`src/rtl/dram_controller_pkg.sv`:
```
// Shared geometry for the DRAM line controller: address/beat/line widths and
// the line type viewed as an array of bursts beats.
package dram_controller_pkg;

    localparam int ADDRESS_LEN        = 16;
    localparam int BURST_ACCESS_WIDTH = 32;
    localparam int BURST_LEN          = 4;
    localparam int ROW_WIDTH          = BURST_LEN * BURST_ACCESS_WIDTH;

    localparam int BEAT_IDX_W = (BURST_LEN > 1) ? $clog2(BURST_LEN) : 1;
    localparam int BEAT_CNT_W = $clog2(BURST_LEN + 1);

    typedef logic [ADDRESS_LEN-1:0]                        addr_t;
    typedef logic [BURST_ACCESS_WIDTH-1:0]                 beat_t;
    typedef logic [BURST_LEN-1:0][BURST_ACCESS_WIDTH-1:0]  line_t;
    typedef logic [BEAT_CNT_W-1:0]                         beat_cnt_t;

endpackage

```
`src/rtl/dram_controller.sv`:
```
// Line-wide host request/response front end for a burst-oriented DRAM port:
// one line per transaction, split into BURST_LEN beats, with a burst timeout.
module dram_controller
    import dram_controller_pkg::*;
#(
    parameter int TIMEOUT_CYCLES = 1024
) (
    input  logic                   clk,
    input  logic                   rst,
    input  logic                   req_valid,
    output logic                   req_ready,
    input  logic                   req_we,
    input  logic [ADDRESS_LEN-1:0] req_addr,
    input  logic [ROW_WIDTH-1:0]   req_wdata,
    output logic                   resp_valid,
    input  logic                   resp_ready,
    output logic [ROW_WIDTH-1:0]   resp_rdata,
    output logic                   resp_err,
    output logic [ADDRESS_LEN-1:0] addr,
    output logic                   read_en,
    output logic                   write_en,
    output logic [BURST_ACCESS_WIDTH-1:0] wdata,
    input  logic                   dram_ready,
    input  logic                   dram_complete,
    input  logic [BURST_ACCESS_WIDTH-1:0] rdata,
    input  logic                   valid
);

    localparam int TMR_W = $clog2(TIMEOUT_CYCLES + 1);

    typedef enum logic [2:0] {IDLE, WAIT_READY, READ, WRITE, RESP} state_t;

    state_t           r_state, w_state_next;
    logic             r_we;
    addr_t            r_addr;
    line_t            r_line;
    beat_cnt_t        r_cnt;
    logic [TMR_W-1:0] r_timer;
    logic             r_read_en, r_write_en;
    logic             r_resp_valid, r_resp_err;
    line_t            r_resp_rdata;

    logic                  w_in_burst, w_beat, w_timeout, w_exit;
    logic [BEAT_IDX_W-1:0] w_slot;
    beat_cnt_t             w_cnt_next;
    line_t                 w_line_next;

    assign w_in_burst = (r_state == READ) || (r_state == WRITE);
    assign w_slot     = r_cnt[BEAT_IDX_W-1:0];
    assign w_beat     = w_in_burst && valid && (r_cnt != BEAT_CNT_W'(BURST_LEN));
    assign w_timeout  = w_in_burst && (r_timer == TMR_W'(TIMEOUT_CYCLES - 1));
    assign w_exit     = w_in_burst && (dram_complete || w_timeout);

    // Beat accounting including the current cycle, so a beat that lands in the
    // same cycle as dram_complete still counts toward the line and the error check.
    // NOTE: every always_comb output gets a default first, so no path can infer a latch.
    always_comb begin
        w_cnt_next  = r_cnt;
        w_line_next = r_line;
        if (w_beat) begin
            w_cnt_next = r_cnt + 1'b1;
            if (r_state == READ) w_line_next[w_slot] = rdata;
        end
    end

    always_comb begin
        w_state_next = r_state;
        case (r_state)
            IDLE:       if (req_valid)  w_state_next = WAIT_READY;
            WAIT_READY: if (dram_ready) w_state_next = r_we ? WRITE : READ;
            READ,
            WRITE:      if (w_exit)     w_state_next = RESP;
            RESP:       if (resp_ready) w_state_next = IDLE;
            default:                    w_state_next = IDLE;
        endcase
    end

    // NOTE: sequential state uses non-blocking assignments only, so every register sees pre-edge values.
    always_ff @(posedge clk or negedge rst) begin
        if (!rst) r_state <= IDLE;
        else      r_state <= w_state_next;
    end

    // NOTE: the line buffer is a plain register rather than a RAM, so it is cleared by reset like any other flop.
    always_ff @(posedge clk or negedge rst) begin
        if (!rst) begin
            r_we         <= 1'b0;
            r_addr       <= '0;
            r_line       <= '0;
            r_cnt        <= '0;
            r_timer      <= '0;
            r_read_en    <= 1'b0;
            r_write_en   <= 1'b0;
            r_resp_valid <= 1'b0;
            r_resp_err   <= 1'b0;
            r_resp_rdata <= '0;
        end else begin
            // Reads start from a clean line so missing beats never leak old data.
            if (r_state == IDLE && req_valid) begin
                r_we   <= req_we;
                r_addr <= req_addr;
                r_line <= req_we ? line_t'(req_wdata) : '0;
            end
            if (r_state == WAIT_READY && dram_ready) begin
                r_read_en  <= !r_we;
                r_write_en <= r_we;
                r_cnt      <= '0;
                r_timer    <= '0;
            end
            if (w_in_burst) begin
                r_cnt   <= w_cnt_next;
                r_line  <= w_line_next;
                r_timer <= r_timer + 1'b1;
            end
            if (w_exit) begin
                r_read_en    <= 1'b0;
                r_write_en   <= 1'b0;
                r_resp_valid <= 1'b1;
                r_resp_err   <= !dram_complete || (w_cnt_next != BEAT_CNT_W'(BURST_LEN));
                r_resp_rdata <= (dram_complete && !r_we) ? w_line_next : '0;
            end
            if (r_state == RESP && resp_ready) begin
                r_resp_valid <= 1'b0;
                r_resp_err   <= 1'b0;
                r_resp_rdata <= '0;
            end
        end
    end

    assign req_ready  = (r_state == IDLE);
    assign resp_valid = r_resp_valid;
    assign resp_err   = r_resp_err;
    assign resp_rdata = r_resp_rdata;
    assign addr       = r_addr;
    assign read_en    = r_read_en;
    assign write_en   = r_write_en;
    assign wdata      = (r_state == WRITE && r_cnt != BEAT_CNT_W'(BURST_LEN)) ? r_line[w_slot] : '0;

endmodule

```
`config.mk`:
```
export PLATFORM = sky130hd
export DESIGN_NAME = dram_controller
export DESIGN_NICKNAME = d
export VERILOG_FILES = /design/src/rtl/dram_controller_pkg.sv /design/src/rtl/dram_controller.sv
export SDC_FILE = /design/constraint.sdc
export NUM_CORES = 1
export LEC_CHECK = 0
export ABC_AREA = 1
export CORE_MARGIN = 2
export CORE_UTILIZATION = 40
export CTS_BUF_LIST = sky130_fd_sc_hd__clkbuf_16
export CTS_CLUSTER_SIZE = 16
export DETAILED_ROUTE_END_ITERATION = 6
export MAX_ROUTING_LAYER = met4
export PLACE_DENSITY = 0.66
export SETUP_SLACK_MARGIN = 0.15
export SLEW_MARGIN = 20
export SYNTH_ARGS = -nofsm -noshare
export SYNTH_HDL_FRONTEND = slang
export SYNTH_SLANG_ARGS = --single-unit
```
`constraint.sdc`:
```
create_clock -name clk -period 7.2 [get_ports clk]
set_clock_uncertainty 0.15 [all_clocks]
set_input_delay 1.44 -clock clk [delete_from_list [all_inputs] [get_ports clk]]
set_output_delay 1.44 -clock clk [all_outputs]
set_load 0.01 [all_outputs]
```
==> flow_metrics.py <==
metrics = {
    "run_status": {
        "status": "complete, but fails checks",
        "violations": "DRC",
    },
    "yosys": {
        "synth_top_family_by_area": "simple AND/OR/NAND/NOR gates",
        "ys_warn_count": 0,
        "yosys.area.top_type": "dfrtp_1",
        "synth_common_cells": "586 x nand2_1, 294 x dfrtp_1, 258 x o21ai_0, 224 x nand3_1, 179 x inv_1",
        "synth_edf_count": 0,
        "synth_top_flop_cell": "dfrtp_1",
        "synth_area_per_cell_um2": 7.51,
        "synth_nets": 2293,
        "synth_top_area_share_pct": 46.6,
        "ys_ff_latch": 294,
        "synthAdderAreaFrac_pct": 0.396,
        "ys_types": 33,
        "synth-compound-area-share_pct": 20.3,
        "synth.most_common_cell": "nand2_1",
        "synthMuxAreaShare_pct": 0,
        "ys_seq_area_share_pct": 46.6,
        "synth_area_mm2": 0.0158,
        "async_flop_share_pct": 100,
        "synth-simple-area-share_pct": 23.4,
        "synthTopCellsByArea": "dfrtp_1 47%, nand2_1 14%, o21ai_0 8.2%",
        "netlist_instances": 2104,
        "synth-xor-area-share_pct": 0.166,
    },
    "critical_path": {
        "endpoint_kind": "primary output",
        "crit_cells": 7,
        "slowest_delay_ps": 640,
        "worst_r2r_endpoint": "resp_rdata[81]$_DFFE_PN0P_",
        "crit_top_cell": "buf_4",
        "cp_max_fo": 63,
        "r2r.worst_path.cells": 10,
        "critPathLaunchType": "flop",
        "startpoint": "r_state[1]$_DFFE_PN0P_",
        "r2r-start": "r_state[2]$_DFFE_PN0P_",
        "critPathArrivalTime_ps": 3910,
        "critical_path.top_delay_family": "buffers and inverters",
        "reg2reg_slack_ps": 3380,
        "cp_slowest_cell": "clkdlybuf4s50_1",
        "crit_end": "wdata[11]",
        "crit_chain": "inv_1, nor2_4, buf_4, nand3_1, buf_4, a221oi_1, clkdlybuf4s50_1",
        "cp_num_buf_inv": 4,
        "critPathRequiredTime_ps": 5610,
        "setup.worst_path.class": "reg2out",
    },
    "clock_network": {
        "hold_buffers": 0,
        "cts_setup_buffers": 0,
        "cts_resized": 0,
        "clkLatencyLatePin_ps": 540,
        "cts_tree": "built",
        "ctsRootBufferMaster": "clkbuf_16",
        "path_clk_slew_ps": 60,
        "cts_buffer_depth": 3,
        "cts_max_level": 2,
        "cts_sinks": 294,
        "numCtsBuffers": 36,
    },
    "grt": {
        "grt_pass1_wl_um": 98200,
        "overflow": 0,
        "grtUsageTotal_pct": 32.7,
        "grt_max_degree": 136,
        "grt_pass1_vias": 15546,
        "antenna_found_initial": 5,
    },
    "floorplanning": {
        "die_y_um": 203,
        "dieArea_mm2": 0.0411,
        "die_x_um": 203,
        "num_rows": 72,
        "core_mm2": 0.0388,
        "start_util_pct": 40.7,
        "io-pin-count": 365,
    },
    "sta": {
        "maxSlewViolCount": 0,
        "min_period_ps": 5500,
        "rsz0062_at_grt": "no",
        "setup_violations": 0,
        "final-hold-violation-count": 0,
        "worst_pin_slew_ps": 1130,
        "finalCritPeriodShare_pct": 76.4,
        "final.setup.tns_ps": 0,
        "max_slew_margin_pct": 24.5,
        "fmaxAchievable_ghz": 0.182,
    },
    "route": {
        "post_drt_wl_per_cell_um": 22.7,
        "avgViaCountPerCell": 5.66,
        "vias": 16506,
        "drtPass1Iterations": 7,
        "drt_iter0_markers": 1577,
        "wirelength_um": 66100,
        "postRouteAntennaNets": 0,
        "drc": 5,
    },
    "placement": {
        "dp_hpwl_um": 44700,
        "numPortBuffers": 364,
        "routabilityCongestion": 0.931,
    },
    "final_layout": {
        "multi_input_area_mm2": 0.00705,
        "drive_gt1_share_pct": 3.85,
        "fillers": 3654,
        "seqCellArea_mm2": 0.00736,
        "fin_nets": 2555,
        "area.growth.synth_to_final_pct": 31.5,
    },
    "power": {
        "p_per_area_mw_per_mm2": 412,
        "p_leak_nw": 9.64,
        "total_power_mw": 8.56,
        "ir_worst_vdd_mv": 0.210,
    },
    "worst_hold_path": {
        "worstHoldStart": "addr[4]$_DFFE_PN0P_",
        "min_path_type": "reg2reg",
    },
    "job": {
        "drv_cap": 0,
    },
}
==> metal layers <==
layer | track usage [%] | vias to the layer above | part of all wire (%)
li1 | - | 7539 | -
met1 | 47.0 | 7976 | 44
met2 | 46.6 | 878 | 44
met3 | 4.69 | 113 | 8.9
met4 | 12.2 | 0 | 3.5
met5 | - | - | 0
==> logic make-up (layout without fill, tap and decap cells) <==
kind of cell	Yosys count	after routing
simple gates	896	896
compound gates	560	560
buf+inv	346	634
flops	294	294
fa+ha+maj	5	5
xor+xnor	3	3
other cells	0	5
==> where the power goes <==
part	internal [mW]	switching, mW
registers	2.33	0.537
logic	1.49	2.33
clock network	1.11	0.758
==> stage by stage <==
| stage | setup WS, ps | cells | hold WS [ps] | cell area [um2] | utilization [%] |
|---|---|---|---|---|---|
| final | 1700 | 2915 | 335 | 20800 | 53.5 |
| after global routing | 1560 | 2915 | 362 | 20800 | 53.5 |
| after CTS | 1740 | 2910 | 334 | 20800 | 53.5 |
| after detailed placement | 2330 | 2846 | 319 | 19600 | 50.4 |
| after global placement | 2410 | 2846 | 314 | 19600 | 50.4 |
| after floorplan | 3590 | 2104 | 320 | 15800 | - |
==> cell usage in the layout (no fill, tap or decap), types with 2 or more instances in the layout <==
cell type / Yosys / layout
nand2_1: 586 / 585
nand4_1: 4 / 4
a311oi_1: 2 / 2
nor2_2: 5 / 2
o211ai_1: 85 / 85
nand2_4: 1 / 3
inv_2: 5 / 5
buf_12: 0 / 3
clkinv_2: 0 / 6
o21bai_1: 41 / 41
buf_4: 18 / 18
nor2_4: 1 / 4
o21ai_0: 258 / 258
a31oi_1: 36 / 36
dfrtp_1: 294 / 294
a21oi_1: 105 / 105
inv_1: 179 / 183
clkdlybuf4s50_1: 0 / 362
xor2_1: 2 / 2
diode_2: 0 / 5
clkinv_1: 1 / 10
nor3_1: 3 / 2
nand3_1: 224 / 223
o22ai_1: 4 / 4
o21ai_1: 21 / 21
a221oi_1: 8 / 8
nor2_1: 69 / 69
clkbuf_16: 0 / 37
ha_1: 5 / 5
clkinv_4: 0 / 2
bufinv_16: 0 / 5
==> registers in the layout, summed over array words and instances (netlist names) <==
register	cells
resp_valid	1
write_en	1
r_we	1
resp_err	1
r_timer	11
r_line	128
read_en	1
resp_rdata	128
r_state	3
r_cnt	3
addr	16
==> tightest hold or removal path, delay by kind of cell, from the launching register on <==
kind,cells,cell delay (ps)
and+or+nand+nor,2,110
DFF,1,350
==> area by class of cell <==
class | count | share of cell area (%)
inverter | 185 | 3.34
tap | 518 | 3.12
clock inverter | 27 | 1.22
sequential | 294 | 35.4
multi-input combinational | 1464 | 33.9
antenna | 5 | 0.0602
clock buffer | 37 | 4.46
timing repair buffer | 385 | 18.5
==> worst min path at each step <==
stage                                         to  slack, ps  cells after the start
after floorplan           r_timer[0]$_DFFE_PN0P_        320                      1
after global placement      addr[13]$_DFFE_PN0P_        310                      2
after detailed placement     addr[8]$_DFFE_PN0P_        320                      2
after CTS                   addr[10]$_DFFE_PN0P_        330                      2
after global routing         addr[8]$_DFFE_PN0P_        360                      2
final                        addr[4]$_DFFE_PN0P_        340                      2
(Power assumes the default switching activity.)
